$ cat config.mk
export PLATFORM = sky130hd
export DESIGN_NAME = cmd_reader_flat
export DESIGN_NICKNAME = d
export VERILOG_FILES = /design/src/rtl/cmd_pkg.sv /design/src/rtl/cmd_reader_if.sv /design/src/rtl/cmd_rom.sv /design/src/rtl/cmd_reader.sv /design/src/flat_wrapper.sv
export SDC_FILE = /design/constraint.sdc
export NUM_CORES = 1
export LEC_CHECK = 0
export ABC_AREA = 1
export CORE_MARGIN = 5
export CORE_UTILIZATION = 39
export CTS_BUF_LIST = sky130_fd_sc_hd__clkbuf_16
export DETAILED_ROUTE_END_ITERATION = 8
export DONT_BUFFER_PORTS = 1
export HOLD_SLACK_MARGIN = 0.06
export SLEW_MARGIN = 20
export SYNTH_ARGS = -nofsm -noshare
export SYNTH_HDL_FRONTEND = slang
export SYNTH_SLANG_ARGS = --single-unit
$ cat constraint.sdc
create_clock -name clk -period 2.15 [get_ports clk]
set_input_delay 0.645 -clock clk [delete_from_list [all_inputs] [get_ports clk]]
set_output_delay 0.645 -clock clk [all_outputs]
set_load 0.05 [all_outputs]
$ cat src/rtl/cmd_pkg.sv
// Shared constants and encodings for the command-line reader: character codes,
// buffer/table sizes, FSM states and command ids.
package cmd_pkg;
  localparam int MAX_LEN  = 16;
  localparam int NUM_CMDS = 4;

  localparam logic [7:0] CR  = 8'h0D;
  localparam logic [7:0] LF  = 8'h0A;
  localparam logic [7:0] BS  = 8'h08;
  localparam logic [7:0] DEL = 8'h7F;

  typedef enum logic [1:0] {
    RECEIVE = 2'd0,
    MATCH   = 2'd1,
    REPORT  = 2'd2
  } state_e;

  localparam logic [1:0] CMD_HELP    = 2'd0;
  localparam logic [1:0] CMD_LED_ON  = 2'd1;
  localparam logic [1:0] CMD_LED_OFF = 2'd2;
  localparam logic [1:0] CMD_STATUS  = 2'd3;
endpackage

$ cat src/rtl/cmd_reader_if.sv
// Byte-in / echo-out / result bundle between uart_rx, the reader and the control FSM.
interface cmd_reader_if;
  import cmd_pkg::*;
  logic [7:0] rx_data;
  logic       rx_valid;
  logic [7:0] echo_data;
  logic       echo_enable;
  logic       cmd_valid;
  logic [1:0] cmd_id;
  logic       cmd_error;
  logic       busy;
  logic [4:0] line_len;

  modport master (
    output rx_data, rx_valid,
    input  echo_data, echo_enable, cmd_valid, cmd_id, cmd_error, busy, line_len
  );
  modport slave (
    input  rx_data, rx_valid,
    output echo_data, echo_enable, cmd_valid, cmd_id, cmd_error, busy, line_len
  );
endinterface

$ cat src/rtl/cmd_rom.sv
// Fixed command table; character 0 of each entry sits in text[7:0].
module cmd_rom
  import cmd_pkg::*;
(
  input  logic [1:0]           id,
  output logic [MAX_LEN*8-1:0] text,
  output logic [4:0]           length
);
  // String literals are right-aligned with the first character highest; flip them.
  function automatic logic [MAX_LEN*8-1:0] pack(input logic [63:0] s, input int n);
    logic [MAX_LEN*8-1:0] r;
    r = '0;
    for (int i = 0; i < 8; i++) begin
      if (i < n) r[i*8 +: 8] = s[(n-1-i)*8 +: 8];
    end
    return r;
  endfunction

  always_comb begin
    text   = '0;
    length = 5'd0;
    case (id)
      CMD_HELP:    begin text = pack("help", 4);    length = 5'd4; end
      CMD_LED_ON:  begin text = pack("led on", 6);  length = 5'd6; end
      CMD_LED_OFF: begin text = pack("led off", 7); length = 5'd7; end
      CMD_STATUS:  begin text = pack("status", 6);  length = 5'd6; end
      default:     begin text = '0;                 length = 5'd0; end
    endcase
  end
endmodule

$ cat src/rtl/cmd_reader.sv
// Line assembler with editing/echo that resolves a completed line against cmd_rom,
// one table character per cycle, and pulses either a command id or an error.
module cmd_reader
  import cmd_pkg::*;
(
  input logic         clk,
  input logic         rst,
  cmd_reader_if.slave bus
);
  localparam logic [4:0] MAX_LEN_W = 5'(MAX_LEN);

  state_e               state_q, state_d;
  logic [7:0]           line_buf_q [MAX_LEN];
  logic [4:0]           len_q, len_d;
  logic                 ovf_q, ovf_d;
  logic [1:0]           cmd_idx_q, cmd_idx_d;
  logic [3:0]           char_idx_q, char_idx_d;
  logic [7:0]           echo_data_q, echo_data_d;
  logic                 echo_en_q, echo_en_d;
  logic                 cmd_valid_q, cmd_valid_d;
  logic [1:0]           cmd_id_q, cmd_id_d;
  logic                 cmd_error_q, cmd_error_d;
  logic                 busy_q, busy_d;
  logic                 wr_en;
  logic [7:0]           folded;
  logic                 printable;
  logic                 advance;
  logic [MAX_LEN*8-1:0] rom_text;
  logic [4:0]           rom_len;

  cmd_rom u_rom (.id(cmd_idx_q), .text(rom_text), .length(rom_len));

  assign printable = (bus.rx_data >= 8'h20) && (bus.rx_data <= 8'h7E);
  assign folded    = ((bus.rx_data >= "A") && (bus.rx_data <= "Z")) ? (bus.rx_data | 8'h20)
                                                                    : bus.rx_data;

  always_comb begin
    state_d     = state_q;
    len_d       = len_q;
    ovf_d       = ovf_q;
    cmd_idx_d   = cmd_idx_q;
    char_idx_d  = char_idx_q;
    echo_data_d = echo_data_q;
    echo_en_d   = 1'b0;
    cmd_valid_d = 1'b0;
    cmd_id_d    = cmd_id_q;
    cmd_error_d = 1'b0;
    wr_en       = 1'b0;
    advance     = 1'b0;
    case (state_q)
      RECEIVE: begin
        if (bus.rx_valid) begin
          if (printable) begin
            if (len_q < MAX_LEN_W) begin
              wr_en       = 1'b1;
              len_d       = len_q + 5'd1;
              echo_en_d   = 1'b1;
              echo_data_d = folded;
            end else begin
              ovf_d = 1'b1;
            end
          end else if ((bus.rx_data == BS) || (bus.rx_data == DEL)) begin
            if (len_q != 5'd0) begin
              len_d       = len_q - 5'd1;
              echo_en_d   = 1'b1;
              echo_data_d = BS;
            end
          end else if (bus.rx_data == CR) begin
            if (ovf_q) begin
              state_d     = REPORT;
              cmd_error_d = 1'b1;
            end else if (len_q != 5'd0) begin
              state_d    = MATCH;
              cmd_idx_d  = 2'd0;
              char_idx_d = 4'd0;
            end
          end
        end
      end
      MATCH: begin
        // Length check first: a wrong-length entry is rejected without touching the buffer.
        if (rom_len != len_q) begin
          advance = 1'b1;
        end else if (line_buf_q[char_idx_q] != rom_text[{char_idx_q, 3'b000} +: 8]) begin
          advance = 1'b1;
        end else if ({1'b0, char_idx_q} == rom_len - 5'd1) begin
          state_d     = REPORT;
          cmd_valid_d = 1'b1;
          cmd_id_d    = cmd_idx_q;
        end else begin
          char_idx_d = char_idx_q + 4'd1;
        end
        if (advance) begin
          char_idx_d = 4'd0;
          if (cmd_idx_q == 2'(NUM_CMDS - 1)) begin
            state_d     = REPORT;
            cmd_error_d = 1'b1;
          end else begin
            cmd_idx_d = cmd_idx_q + 2'd1;
          end
        end
      end
      REPORT: begin
        state_d = RECEIVE;
        len_d   = 5'd0;
        ovf_d   = 1'b0;
      end
      default: state_d = RECEIVE;
    endcase
    busy_d = (state_d != RECEIVE);
  end

  always_ff @(posedge clk or posedge rst) begin
    if (rst) begin
      state_q     <= RECEIVE;
      len_q       <= 5'd0;
      ovf_q       <= 1'b0;
      cmd_idx_q   <= 2'd0;
      char_idx_q  <= 4'd0;
      echo_data_q <= 8'd0;
      echo_en_q   <= 1'b0;
      cmd_valid_q <= 1'b0;
      cmd_id_q    <= 2'd0;
      cmd_error_q <= 1'b0;
      busy_q      <= 1'b0;
    end else begin
      state_q     <= state_d;
      len_q       <= len_d;
      ovf_q       <= ovf_d;
      cmd_idx_q   <= cmd_idx_d;
      char_idx_q  <= char_idx_d;
      echo_data_q <= echo_data_d;
      echo_en_q   <= echo_en_d;
      cmd_valid_q <= cmd_valid_d;
      cmd_id_q    <= cmd_id_d;
      cmd_error_q <= cmd_error_d;
      busy_q      <= busy_d;
    end
  end

  // Line storage is data only; line_len decides which entries are meaningful.
  always_ff @(posedge clk) begin
    if (wr_en) line_buf_q[len_q[3:0]] <= folded;
  end

  assign bus.echo_data   = echo_data_q;
  assign bus.echo_enable = echo_en_q;
  assign bus.cmd_valid   = cmd_valid_q;
  assign bus.cmd_id      = cmd_id_q;
  assign bus.cmd_error   = cmd_error_q;
  assign bus.busy        = busy_q;
  assign bus.line_len    = len_q;
endmodule

$ cat src/flat_wrapper.sv
// flat-port wrapper written by rule: the top's interface ports become plain ports
module cmd_reader_flat import cmd_pkg::*;
  (clk, rst, bus_rx_data, bus_rx_valid, bus_echo_data, bus_echo_enable, bus_cmd_valid, bus_cmd_id, bus_cmd_error, bus_busy, bus_line_len);
  cmd_reader_if bus_i ();
  input logic clk;
  input logic rst;
  input wire logic [$bits(bus_i.rx_data)-1:0] bus_rx_data;
  input wire logic [$bits(bus_i.rx_valid)-1:0] bus_rx_valid;
  output wire logic [$bits(bus_i.echo_data)-1:0] bus_echo_data;
  output wire logic [$bits(bus_i.echo_enable)-1:0] bus_echo_enable;
  output wire logic [$bits(bus_i.cmd_valid)-1:0] bus_cmd_valid;
  output wire logic [$bits(bus_i.cmd_id)-1:0] bus_cmd_id;
  output wire logic [$bits(bus_i.cmd_error)-1:0] bus_cmd_error;
  output wire logic [$bits(bus_i.busy)-1:0] bus_busy;
  output wire logic [$bits(bus_i.line_len)-1:0] bus_line_len;
  assign bus_i.rx_data = bus_rx_data;
  assign bus_i.rx_valid = bus_rx_valid;
  assign bus_echo_data = bus_i.echo_data;
  assign bus_echo_enable = bus_i.echo_enable;
  assign bus_cmd_valid = bus_i.cmd_valid;
  assign bus_cmd_id = bus_i.cmd_id;
  assign bus_cmd_error = bus_i.cmd_error;
  assign bus_busy = bus_i.busy;
  assign bus_line_len = bus_i.line_len;
  cmd_reader u_core (.clk(clk), .rst(rst), .bus(bus_i));
endmodule
==> flow_summary.ini, run 1 <==
[setup_path]
reg2reg_depth = 16
r2r_end = u_core.cmd_idx_q[0]
start_kind = flop
crit_path_end_kind = flop
crit_arrival_ps = 2600
crit_type = reg2reg
reg2reg_from = u_core.char_idx_q[0]
critPathMaxFanout = 7
required_ps = 2460
rrSetupSlack_ps = -140

[yosys]
netlist_area_um2 = 7960
syn_avg_cell_area_um2 = 8.62
syn_inst = 924
syn_nets = 947
postSynthRegisterBits = 156
yosys_warnings = 0
seq_area_frac_synth = 0.571
synth_cell_type_count = 40

[pwr]
p_clk_frac = 0.300
cellLeakagePower_nw = 4.44
pwr-share-seq = 0.362
internal_power_w = 0.00652
swShare = 0.360
power_density_nw_per_um2 = 1030
combPwrFrac = 0.338
p_sw_w = 0.00367
peakVddDrop_uv = 488

[layout]
layout_commonest_cell = nand2_1
nFillCells = 1903
area_growth_pct = 24.6
diodes = 0
multiInputGateArea_um2 = 3020
final_layout_size_suffix_gt1_frac = 0.190
layout.nets = 1021
regArea_um2 = 4550
final_cell_mix = nand2_1 (279), inv_1 (143), edfxtp_1 (128)

[clocking]
clock-sinks = 156
clk-insertion-delay-late_ps = 420
cts_hold_buf = 0
clock_path_buffers = 2
cts_buffers = 17
htree_levels = 4
cts_tree = built
root_buffer = clkbuf_16
clkTransAtPathRegs_ps = 70

[route]
ant_nets = 0
drt-total-wl_um = 21400
first_pass_iters = 5
wire_per_inst_um = 16.7
post-route-drc-count = 0
vias = 6334
via_per_inst = 4.94
drtIter0Drc = 391

[die]
die_x_um = 153
core_um2 = 20200
die_h_um = 153
die_area_um2 = 23400
start_util = 0.395
rows = 52
io_pins = 30

[grt]
grt_overflow = 0
grt_pass1_wl_um = 34100
grtUsageTotal = 0.187
grt_pass1_vias = 6121
grt_antenna_before_repair = 0
grt_max_degree = 29

[timing]
drv_slew = 0
clock_skew_ps = 9.90
timing.final.hold_violations = 0
relSlewSlack = 0.624
grt_setup_unrepaired = true
fin_crit_sh = 1.07
period_needed_ps = 2290
tightest_slew_ps = 562
holdWs_ps = 176
setup_viol = 13
worst_slack_ps = -140
fmax_ghz = 0.437

[place]
port-buffer-count = 0
routabilityCongestion = 0.877
dp_hpwl_um = 14800
pre_cts_slack_ps = -206

[run_status]
violations = negative setup slack
status = complete, but fails checks

[run]
cap_violations = 0

[worst_hold_path]
min-delay-path-class = in2async
==> state kept, by name, indices dropped and copies added, names as in the netlist, 2 cells and up <==
name                  flops
u_core.char_idx_q         4
u_core.bus.cmd_id         2
u_core.bus.echo_data      8
u_core.line_buf_q       128
u_core.bus.line_len       5
u_core.cmd_idx_q          2
u_core.state_q            2
==> metrics by stage <==
stage | cell area, µm² | instances | power [W] | utilization | TNS (ps)
6_report | 9920 | 1281 | 0.0102 | 0.492 | -841
4_1_cts | 9880 | 1281 | 0.0102 | 0.490 | -586
5_1_grt | 9920 | 1281 | 0.0107 | 0.492 | -2620
3_3_place_gp | 8980 | 1241 | 0.00667 | 0.445 | -12610
2_1_floorplan | 8160 | 924 | 0.00574 | - | 0
3_5_place_dp | 8980 | 1241 | 0.00668 | 0.445 | -15100
==> metal layers <==
metal / track usage / wire length [µm] / vias to the layer above
met2: 0.295 / 9820 / 212
met4: 0.0683 / 580 / 0
met1: 0.257 / 9610 / 2957
li1: - / - / 3126
met3: 0.0393 / 1440 / 39
met5: 0 / 0 / -
==> area by class of cell <==
class                           instances  area share
Clock buffer                           17      0.0429
Clock inverter                         15      0.0174
Inverter                              149      0.0569
Multi-Input combinational cell        588       0.304
Sequential cell                       156       0.458
Tap cell                              270      0.0340
Timing Repair Buffer                   86      0.0860
==> kinds of logic after synthesis <==
| kind of cell | after synthesis | synth area share |
|---|---|---|
| AND/OR/NAND/NOR | 513 | 0.271 |
| buffers and inverters | 180 | 0.0919 |
| flip-flops | 156 | 0.571 |
| XOR/XNOR | 6 | 0.00660 |
| AO/OA/AOI/OAI | 57 | 0.0405 |
| adder cells (fa/ha/maj) | 12 | 0.0198 |
==> worst max-delay path, stage by stage, from the launching register on <==
cell	delay (ps)
dfrtp_2	470
buf_12	180
buf_16	150
or2_2	300
nand3_2	70
nand3_2	60
nand3_2	70
nand2_1	60
nand2_1	80
nand2_2	70
nor2_4	190
nand2_4	80
nand3_2	80
nand2_2	60
buf_6	120
nand2_1	60
o21ai_1	60
==> power groups by stage <==
stage	registers, W	logic, W	clock network (W)
2_1_floorplan	0.00393	0.00180	0
3_3_place_gp	0.00374	0.00292	0
3_5_place_dp	0.00375	0.00294	0
4_1_cts	0.00369	0.00341	0.00308
5_1_grt	0.00371	0.00378	0.00323
6_report	0.00369	0.00345	0.00305
==> Yosys cell counts, drive strengths merged <==
cell | n | area, µm²
o22ai | 2 | 12.5
and3 | 2 | 12.5
xnor2 | 1 | 8.76
o21a | 1 | 7.51
nor2 | 82 | 313
o21ai | 27 | 135
ha | 11 | 138
xor2 | 5 | 43.8
o211ai | 5 | 37.5
buf | 24 | 146
clkinv | 1 | 3.75
nand2 | 293 | 1100
clkbuf | 7 | 26.3
dfrtp | 28 | 701
nand3 | 112 | 561
nand3b | 2 | 15.0
nor3 | 6 | 35.0
a21oi | 17 | 88.8
or2 | 3 | 18.8
a22o | 2 | 17.5
o31ai | 1 | 7.51
nand4 | 10 | 68.8
nor3b | 1 | 7.51
edfxtp | 128 | 3840
nor4 | 2 | 18.8
fa | 1 | 20.0
inv | 148 | 556
o211a | 1 | 10.0
a31oi | 1 | 6.26
==> worst max-delay path by stage <==
stage | startpoint | end | slack, ps | cells past startpoint
after floorplan | u_core.cmd_idx_q[0] | u_core.bus.busy | 6 | 18
after global placement | u_core.cmd_idx_q[1] | u_core.cmd_idx_q[1] | -170 | 16
after detailed placement | bus_rx_data[7] | u_core.bus.line_len[4] | -210 | 14
after CTS | u_core.char_idx_q[0] | u_core.cmd_idx_q[1] | -100 | 17
after global routing | u_core.char_idx_q[0] | u_core.char_idx_q[3] | -260 | 18
final | u_core.char_idx_q[0] | u_core.cmd_idx_q[0] | -140 | 16
==> timing repair <==
| item | 4_1_cts | 5_1_grt |
|---|---|---|
| resized for setup | 40 | 13 |
| endpoints found under the setup margin | 13 | 13 |
| pin swaps | 22 | 4 |
| buffers inserted | 3 | 0 |
| cloned | 5 | 0 |
Power figures use the tool's default switching activity.
==> inputs of run 2 (changes only) <==
==> constraint.sdc (replaced) <==
create_clock -name clk -period 2.15 [get_ports clk]
set_input_delay 0.215 -clock clk [delete_from_list [all_inputs] [get_ports clk]]
set_output_delay 0.215 -clock clk [all_outputs]
set_load 0.05 [all_outputs]
==> flow_summary.ini, run 2 (synthesized netlist as in run 1, its figures left out) <==
[setup_path]
reg2reg_from = u_core.char_idx_q[0]
crit_arrival_ps = 2610
crit_path_end_kind = flop
crit_type = reg2reg
reg2reg_depth = 14
rrSetupSlack_ps = -130
r2r_end = u_core.bus.cmd_id[1]
required_ps = 2480
start_kind = flop
critPathMaxFanout = 6

[route]
post-route-drc-count = 0
ant_nets = 0
via_per_inst = 4.99
first_pass_iters = 6
vias = 6624
drtIter0Drc = 496
drt-total-wl_um = 22800
wire_per_inst_um = 17.2

[die]
core_um2 = 20200
rows = 52
die_h_um = 153
start_util = 0.395
io_pins = 30
die_area_um2 = 23400
die_x_um = 153

[pwr]
internal_power_w = 0.00664
cellLeakagePower_nw = 4.70
peakVddDrop_uv = 798
power_w = 0.0103
p_clk_frac = 0.275
pwr-share-seq = 0.358
combPwrFrac = 0.367
power_density_nw_per_um2 = 1000
p_sw_w = 0.00370
swShare = 0.358

[timing]
drv_slew = 0
grt_setup_unrepaired = true
setup-tns-final_ps = -1350
worst_slack_ps = -132
clock_skew_ps = 10.1
tightest_slew_ps = 915
fin_crit_sh = 1.06
fmax_ghz = 0.438
period_needed_ps = 2280
timing.final.hold_violations = 0
relSlewSlack = 0.388
setup_viol = 13
holdWs_ps = 100

[layout]
area_growth_pct = 29.6
fin_area_um2 = 10300
layout.nets = 1067
diodes = 0
largest_reg_flops = 128
final_layout_size_suffix_gt1_frac = 0.228
layout_commonest_cell = nand2_1
final_cell_mix = nand2_1 (263), inv_1 (143), edfxtp_1 (128)

[clocking]
cts_tree = built
clock-sinks = 156
htree_levels = 4
clock_path_buffers = 2
cts_buffers = 17
clkTransAtPathRegs_ps = 70
clk-insertion-delay-late_ps = 440
root_buffer = clkbuf_16

[grt]
grt_pass1_vias = 6296
grtUsageTotal = 0.189
grt_max_degree = 34
grt_pass1_wl_um = 34600
grt_antenna_before_repair = 0
grt_overflow = 0

[worst_hold_path]
whs_path_depth = 4
min_from = bus_rx_valid
min-delay-path-class = in2reg
min_to = u_core.state_q[1]

[run_status]
status = complete, but fails checks
violations = negative setup slack

[place]
port-buffer-count = 0
routabilityCongestion = 0.938
dp_hpwl_um = 14800
pre_cts_slack_ps = -373
placed_area_um2 = 8990

[run]
cap_violations = 0
## run 2: worst max path at each step
| stage | from | end | slack, ps | cells past startpoint |
|---|---|---|---|---|
| 5_1_grt | u_core.char_idx_q[0] | u_core.bus.busy | -290 | 20 |
| 3_5_place_dp | u_core.cmd_idx_q[0] | u_core.bus.busy | -370 | 15 |
| 4_1_cts | u_core.char_idx_q[0] | u_core.bus.busy | -60 | 16 |
| 3_3_place_gp | u_core.cmd_idx_q[0] | u_core.bus.busy | -380 | 15 |
| 6_report | u_core.char_idx_q[0] | u_core.bus.cmd_id[1] | -130 | 14 |
| 2_1_floorplan | u_core.cmd_idx_q[0] | u_core.bus.busy | 6 | 18 |
## run 2: through the flow
| stage | instances | utilization |
|---|---|---|
| finish | 1327 | 0.512 |
| global route | 1327 | 0.512 |
| CTS | 1309 | 0.485 |
| detailed placement | 1265 | 0.446 |
| global placement | 1265 | 0.446 |
| floorplan | 924 | - |
## run 2: cell type report
type / instances / area (µm²)
fill: 1856 / 9850
sequential: 156 / 4550
multi-input combinational: 588 / 3010
timing repair buffer: 132 / 1300
inverter: 149 / 574
clock buffer: 17 / 425
tap: 270 / 338
clock inverter: 15 / 125
## run 2: layer usage
metal  up-vias  routed length, µm  GRT usage
li1       3217                  -          -
met1      3117               9790      0.252
met2       239              10800      0.299
met3        51               1490     0.0478
met4         0                706     0.0734
met5         -                  0          0
## run 2: power by group through the flow
stage               registers (W)  logic, W  clock network [W]
floorplan                 0.00392   0.00166                  0
global placement          0.00377   0.00277                  0
detailed placement        0.00377   0.00279                  0
CTS                       0.00371   0.00301            0.00288
global route              0.00372   0.00413            0.00301
finish                    0.00370   0.00380            0.00284
## run 2: what timing repair did
| item | CTS | global route |
|---|---|---|
| setup endpoints to repair | 13 | 13 |
| pin swaps | 2 | 33 |
| hold buffers | 11 | 0 |
| resized for setup | 24 | 92 |
| cloned | 1 | 6 |
| buffers inserted | 0 | 12 |
| endpoints found under the hold margin | 135 | 0 |
## run 2: worst max-delay path: stages, from the launching register on
cell	delay (ps)
dfrtp_4	500
buf_8	150
buf_12	130
or2_2	280
nand3_1	90
nand3_2	80
nand3_2	110
nand2_2	60
nand2_2	70
nand2_2	70
nor2_4	180
nand4_4	160
buf_6	170
nand2_2	40
o21ai_1	60
